**src/rtl/vga_pattern_scheduler.sv**
```systemverilog
`default_nettype none
// ============================================================================
// Module : vga_pattern_scheduler
// Debounced manual / timed auto selection among three pattern sources,
// with every switch aligned to a frame start.
// Rev    : 1.0
// ============================================================================
module vga_pattern_scheduler #(
    parameter int DEBOUNCE_CLKS = 250_000,
    parameter int DWELL_FRAMES  = 300
) (
    input  logic       i_clk,
    input  logic       i_reset,
    input  logic       i_frame_start,
    input  logic       i_active,
    input  logic       i_next,
    input  logic       i_auto,
    input  logic [8:0] i_rgb0,
    input  logic [8:0] i_rgb1,
    input  logic [8:0] i_rgb2,
    output logic [2:0] o_red,
    output logic [2:0] o_green,
    output logic [2:0] o_blue,
    output logic [1:0] o_sel,
    output logic       o_switch
);

    localparam int              CW          = $clog2(DEBOUNCE_CLKS + 1);
    localparam logic [CW-1:0]   c_deb_last  = CW'(DEBOUNCE_CLKS - 1);
    localparam logic [CW-1:0]   c_one       = CW'(1);
    localparam logic [15:0]     c_dwell_last = 16'(DWELL_FRAMES - 1);

    typedef enum logic [1:0] {
        S_IDLE         = 2'd0,
        S_PRESS_WAIT   = 2'd1,
        S_HELD         = 2'd2,
        S_RELEASE_WAIT = 2'd3
    } deb_state_t;

    deb_state_t    r_state;
    logic [CW-1:0] r_cnt;
    logic          r_sync1;
    logic          r_sync2;
    logic          r_pending;
    logic [15:0]   r_dwell;
    logic          w_accept;
    logic          w_fire;
    logic          w_adv;
    logic [8:0]    w_pix;

    // Entering a wait state counts the sample that caused the entry.
    always_ff @(posedge i_clk or negedge i_reset) begin
        if (!i_reset) begin
            r_sync1 <= 1'b0;
            r_sync2 <= 1'b0;
            r_state <= S_IDLE;
            r_cnt   <= '0;
        end else begin
            r_sync1 <= i_next;
            r_sync2 <= r_sync1;
            case (r_state)
                S_IDLE: begin
                    if (r_sync2) begin
                        r_state <= S_PRESS_WAIT;
                        r_cnt   <= c_one;
                    end
                end
                S_PRESS_WAIT: begin
                    if (!r_sync2) begin
                        r_state <= S_IDLE;
                        r_cnt   <= '0;
                    end else if (r_cnt >= c_deb_last) begin
                        r_state <= S_HELD;
                        r_cnt   <= '0;
                    end else begin
                        r_cnt <= r_cnt + c_one;
                    end
                end
                S_HELD: begin
                    if (!r_sync2) begin
                        r_state <= S_RELEASE_WAIT;
                        r_cnt   <= c_one;
                    end
                end
                S_RELEASE_WAIT: begin
                    if (r_sync2) begin
                        r_state <= S_HELD;
                        r_cnt   <= '0;
                    end else if (r_cnt >= c_deb_last) begin
                        r_state <= S_IDLE;
                        r_cnt   <= '0;
                    end else begin
                        r_cnt <= r_cnt + c_one;
                    end
                end
                default: begin
                    r_state <= S_IDLE;
                    r_cnt   <= '0;
                end
            endcase
        end
    end

    assign w_accept = (r_state == S_PRESS_WAIT) && r_sync2 && (r_cnt >= c_deb_last);
    assign w_fire   = i_auto && i_frame_start && (r_dwell == c_dwell_last);
    assign w_adv    = i_frame_start && (r_pending || w_fire);

    always_comb begin
        w_pix = 9'd0;
        case (o_sel)
            2'd0:    w_pix = i_rgb0;
            2'd1:    w_pix = i_rgb1;
            2'd2:    w_pix = i_rgb2;
            default: w_pix = 9'd0;
        endcase
    end

    always_ff @(posedge i_clk or negedge i_reset) begin
        if (!i_reset) begin
            o_sel     <= 2'd0;
            o_switch  <= 1'b0;
            o_red     <= 3'd0;
            o_green   <= 3'd0;
            o_blue    <= 3'd0;
            r_pending <= 1'b0;
            r_dwell   <= 16'd0;
        end else begin
            o_switch <= 1'b0;
            // Index 3 is illegal: recover to 0 at once rather than wait for a frame.
            if (o_sel == 2'd3) begin
                o_sel    <= 2'd0;
                o_switch <= 1'b1;
            end else if (w_adv) begin
                o_sel    <= (o_sel == 2'd2) ? 2'd0 : o_sel + 2'd1;
                o_switch <= 1'b1;
            end

            if (w_accept) begin
                r_pending <= 1'b1;
            end else if (w_adv) begin
                r_pending <= 1'b0;
            end

            if (!i_auto || w_adv) begin
                r_dwell <= 16'd0;
            end else if (i_frame_start) begin
                r_dwell <= r_dwell + 16'd1;
            end

            o_red   <= i_active ? w_pix[8:6] : 3'd0;
            o_green <= i_active ? w_pix[5:3] : 3'd0;
            o_blue  <= i_active ? w_pix[2:0] : 3'd0;
        end
    end

endmodule
`default_nettype wire

```
**config.mk**
```make
export PLATFORM = sky130hd
export DESIGN_NAME = vga_pattern_scheduler
export DESIGN_NICKNAME = d
export VERILOG_FILES = /design/src/rtl/vga_pattern_scheduler.sv
export SDC_FILE = /design/constraint.sdc
export NUM_CORES = 1
export LEC_CHECK = 0
export ABC_AREA = 1
export BUFFER_PORTS_ARGS = -buffer_cell sky130_fd_sc_hd__clkbuf_2
export CORE_MARGIN = 2
export CORE_UTILIZATION = 40
export DETAILED_ROUTE_END_ITERATION = 6
export PLACE_DENSITY = 0.63
export SYNTH_ARGS = -nofsm -noshare
export SYNTH_HDL_FRONTEND = slang
export SYNTH_SLANG_ARGS = --single-unit
```
**constraint.sdc**
```tcl
create_clock -name i_clk -period 1.74 [get_ports i_clk]
set_input_delay 0.348 -clock i_clk [delete_from_list [all_inputs] [get_ports i_clk]]
set_output_delay 0.348 -clock i_clk [all_outputs]
set_load 0.03 [all_outputs]
```
======== After elaboration in Yosys (flattened, before gate mapping) ========
Index checks and enable logic that the tools add are counted.
word-level totals
  output and inout port bits .............. 12
  word-level logic and storage cells ...... 67
  bits in registers ....................... 51
cells by class
  $add $sub $neg .......................... 3
  muxes and demuxes ....................... 26
  magnitude comparators ................... 1
  reduce and logical (&&, ||, !) cells .... 15
  equal/unequal tests ..................... 11
operators with widths
  cell                     number
  $mux W18                 5
  $pmux W18 S4             1
  $mux W16                 2
  $pmux W9 S3              1
  $add A18 B1 Y18 const B  1
  $ge A18 B18 Y1 const B   1
  $mux W2                  9
  $add A16 B1 Y16 const B  1
  $eq A16 B9 Y1 const B    1
  $mux W3                  3
  $eq A2 B2 Y1 const B     4
  $pmux W2 S4              1
  $ne A3 B3 Y1 const B     2
  $reduce_bool A2 Y1       3
  $logic_and A1 B1 Y1      5
  $eq A2 B1 Y1 const B     2
  $logic_not A2 Y1         2
  $mux W1                  4
  $ne A2 B2 Y1 const B     2
  $reduce_and A4 Y1        1
  $add A2 B1 Y2 const B    1
  $logic_or A1 B1 Y1       2
  $reduce_and A2 Y1        1
  $logic_not A1 Y1         1

======== Longest topological paths before layout ========
  word-level depth ........................ 6
  gate-level depth with buffers ........... 10
  gate-level depth less buffers ........... 10

======== Least setup slack after synthesis ========
OpenSTA, ideal clock, no wires.
  path type ............................... register to register
  start ................................... register r_cnt[0]
  end ..................................... register r_cnt[6]
  period minus slack after synthesis ...... 1.400 ns
  buffers on the path ..................... 1
  slack ................................... 0.340 ns
  cell stages (with the launch flop) ...... 8
  data required time ...................... 1.611 ns
  arrival ................................. 1.272 ns
  setup time .............................. 0.129 ns
  path through ............................ dfrtp_1 > ha_1 > nand3_1 > o21ai_1 > nand3_1 > nand3_4 > buf_6 > o22ai_1
on the way
  cells in the longest elaborated chain, start to end .. 4
RTL lines
  what                                               line    text
  start, declared                                    41      logic [CW-1:0] r_cnt;
  start signal, assigned                             65      r_cnt <= c_one;
  start signal, assigned                             76      r_cnt <= r_cnt + c_one;
  start signal, assigned                             82      r_cnt <= c_one;
  $add A18 B1 Y18 or $ge A18 B18 Y1 (tied branches)  -
  $mux W18 *                                         72, 89
  $mux W18, on equally long branches                 86, 69
  $pmux W18 S4 *                                     61      case (r_state)
Mark *: on every way between the ends. The rest lies on a longest branch, timed or not.
A chain may end at the register's enable or synchronous reset.

==> metrics.yaml <==
sta:
  final-hold-violation-count: 0
  rsz0062_at_grt: "no"
  slew_headroom_pct: 57.9
  finClkSkew_ps: 9.16
  setup-tns-final_ps: 0
  timing.final.ws_setup_ps: 187
  fmax_mhz: 644
  fin_crit_sh_pct: 89.3
  drv_slew: 0
  worstMarginPinSlew_ps: 630
  finalSetupViolCount: 0
  min_period_ps: 1550
placement:
  placed_area_mm2: 0.00337
  dp_slack_ps: 58.3
  port_buffers: 44
  gp_congestion: 0.919
  dp_hpwl_mm: 5.06
clocking:
  cts_root_buffer: "clkbuf_8"
  cts_buffer_depth: 2
  cts_sinks: 51
  clk_pin_slew_ps: 90
  postCtsSetupRepairBufs: 0
  htree_levels: 2
  cts-buffers-inserted: 5
  clk_latency_ps: 310
  cts_tree: "built"
  holdBufCountCts: 0
  cts-resized-gates: 0
final_layout:
  diodes: 0
  drive_gt1_share_pct: 15.9
  final_common_cell: "nand2_1"
  final_cell_mix: "nand2_1, nor2_1, inv_1, dfrtp_1, clkbuf_2"
  design_area_mm2: 0.00351
  fill_cells: 764
  fin_util_pct: 48.1
  syn2layout_area_growth_pct: 16.2
  multi_input_area_mm2: 0.00149
  nets: 511
  final-seq-area_mm2: 0.00128
drt:
  postRouteAntennaNets: 0
  num_vias: 2776
  routedWlPerCell_um: 11.4
  drt_iter0_drc: 141
  drc: 0
  drt_wl_total_mm: 6.59
  drt_pre_antenna_iters: 4
  vias_per_cell: 4.82
run:
  maxCapViolCount: 0
die:
  ios: 45
  dieArea_mm2: 0.00826
  initial_core_util_pct: 41.4
  die_x_um: 90.9
  coreArea_mm2: 0.00729
  rows: 31
  die_h_um: 90.9
pwr:
  total_leakage_power_nw: 1.74
  ir_drop_uv: 509
  power_density_mw_per_mm2: 952
setup_path:
  critPathTopFamily: "simple AND/OR/NAND/NOR gates"
  timing.critical_path.slowest_stage_cell: "dfrtp_1"
  timing.rr.start: "r_cnt[0]$_DFFE_PN0P_"
  critPathLaunchType: "flip-flop"
  rrSetupSlack_ps: 190
  arrival_ps: 1750
  critPathBufInv: 0
  crit_top_cell: "nand2_1"
  path_max_fanout: 15
  crit_type: "reg -> reg"
  critPathCaptureType: "flip-flop"
  critPathLaunch: "r_cnt[0]$_DFFE_PN0P_"
  crit_chain: "ha_1 > nand3_1 > o21ai_1 > nand3_1 > nand3_4 > nand2_1 > nand2_1 > nand2_1"
  critPathMaxStageDelay_ps: 410
  reg2reg_depth: 8
  worstPathRequired_ps: 1940
synthesis:
  synth_area_mm2: 0.00302
  ys_seq_area_share_pct: 42.3
  synth_edf_count: 0
  async_flop_share_pct: 100
  ys_types: 34
  syn_area_per_cell_um2: 7.07
  yosys_warnings: 0
  synth_ff_type: "dfrtp_1"
  syn_nets: 462
  synth_cells: 427
  ys_seq_elements: 51
global_routing:
  grt_use_total_pct: 17.0
  grt-ovfl-total: 0
  grt_antenna_before_repair: 0
  grt_pass1_wl_mm: 11.6
  grt_max_degree: 52
  grt_pass1_vias: 2664
worst_hold_path:
  holdCritPathClass: "in -> async"
run_status:
  outcome: "completed"
-- per-stage QoR --
stage	hold WS [ps]	power, mW	std cells
3_5_place_dp	346	2.43	568
2_1_floorplan	52.4	2.12	427
3_3_place_gp	333	2.40	568
5_1_grt	42.3	3.57	576
4_1_cts	29.9	3.40	576
6_report	11.7	3.34	576
-- cells in the mapped netlist, types with 2 or more instances --
library cell | n | area share, %
a21oi_1 | 2 | 0.33
a21oi_2 | 2 | 0.58
buf_2 | 3 | 0.50
clkbuf_1 | 2 | 0.25
dfrtp_1 | 51 | 42
ha_1 | 2 | 0.83
inv_1 | 53 | 6.6
nand2_1 | 150 | 19
nand2_2 | 2 | 0.41
nand3_1 | 33 | 5.5
nand3_2 | 2 | 0.66
nand4_1 | 13 | 2.7
nor2_1 | 57 | 7.1
nor2_2 | 2 | 0.41
nor2_4 | 2 | 0.75
nor3_1 | 4 | 0.66
o21ai_0 | 13 | 2.2
o21ai_1 | 3 | 0.50
o21ai_4 | 2 | 1.1
o22ai_1 | 6 | 1.2
xor2_1 | 10 | 2.9
-- kinds of logic (layout without fill, tap and decap cells) --
family | count (synthesis) | count (layout) | share of synthesized area, %
AO/OA/AOI/OAI | 31 | 31 | 6.75
XOR/XNOR | 11 | 11 | 3.19
adder cells (fa/ha/maj) | 2 | 2 | 0.828
buffers and inverters | 63 | 113 | 8.41
flip-flops | 51 | 51 | 42.3
AND/OR/NAND/NOR | 269 | 269 | 38.6
-- report_power, final --
part / internal, mW / switching (mW)
registers: 1.31 / 0.108
logic: 0.322 / 0.644
clock network: 0.575 / 0.381
-- routing by layer --
layer	track usage, %	share of wire (%)	vias to the layer above
met5	0	0	-
met4	6.19	1.1	0
met3	2.84	2.6	6
met2	28.9	52	34
met1	22.0	44	1294
li1	-	-	1442
-- area by class of cell --
type	instances	share of cell area, %
clock inverters	2	1.71
well taps	99	3.53
flip-flops and latches	51	36.4
inverters	56	6.06
clock buffers	6	2.07
multi-input cells	313	42.5
repair buffers	49	7.70
-- state kept, by name, summed over array words and instances (netlist names), named ones only --
signal,flops
o_switch,1
o_sel,2
o_green,3
r_sync1,1
o_blue,3
r_state,1
r_pending,1
r_sync2,1
o_red,3
r_cnt,18
r_dwell,16
-- worst max-delay path by stage --
stage	endpoint	slack [ps]	cells past startpoint
after floorplan	r_cnt[6]$_DFFE_PN0P_	340	7
after global placement	r_cnt[13]$_DFFE_PN0P_	80	8
after detailed placement	r_cnt[11]$_DFFE_PN0P_	60	8
after CTS	r_cnt[11]$_DFFE_PN0P_	50	8
after global routing	r_cnt[16]$_DFFE_PN0P_	8	8
final	flip-flop	190	8
Power figures use the tool's default switching activity.
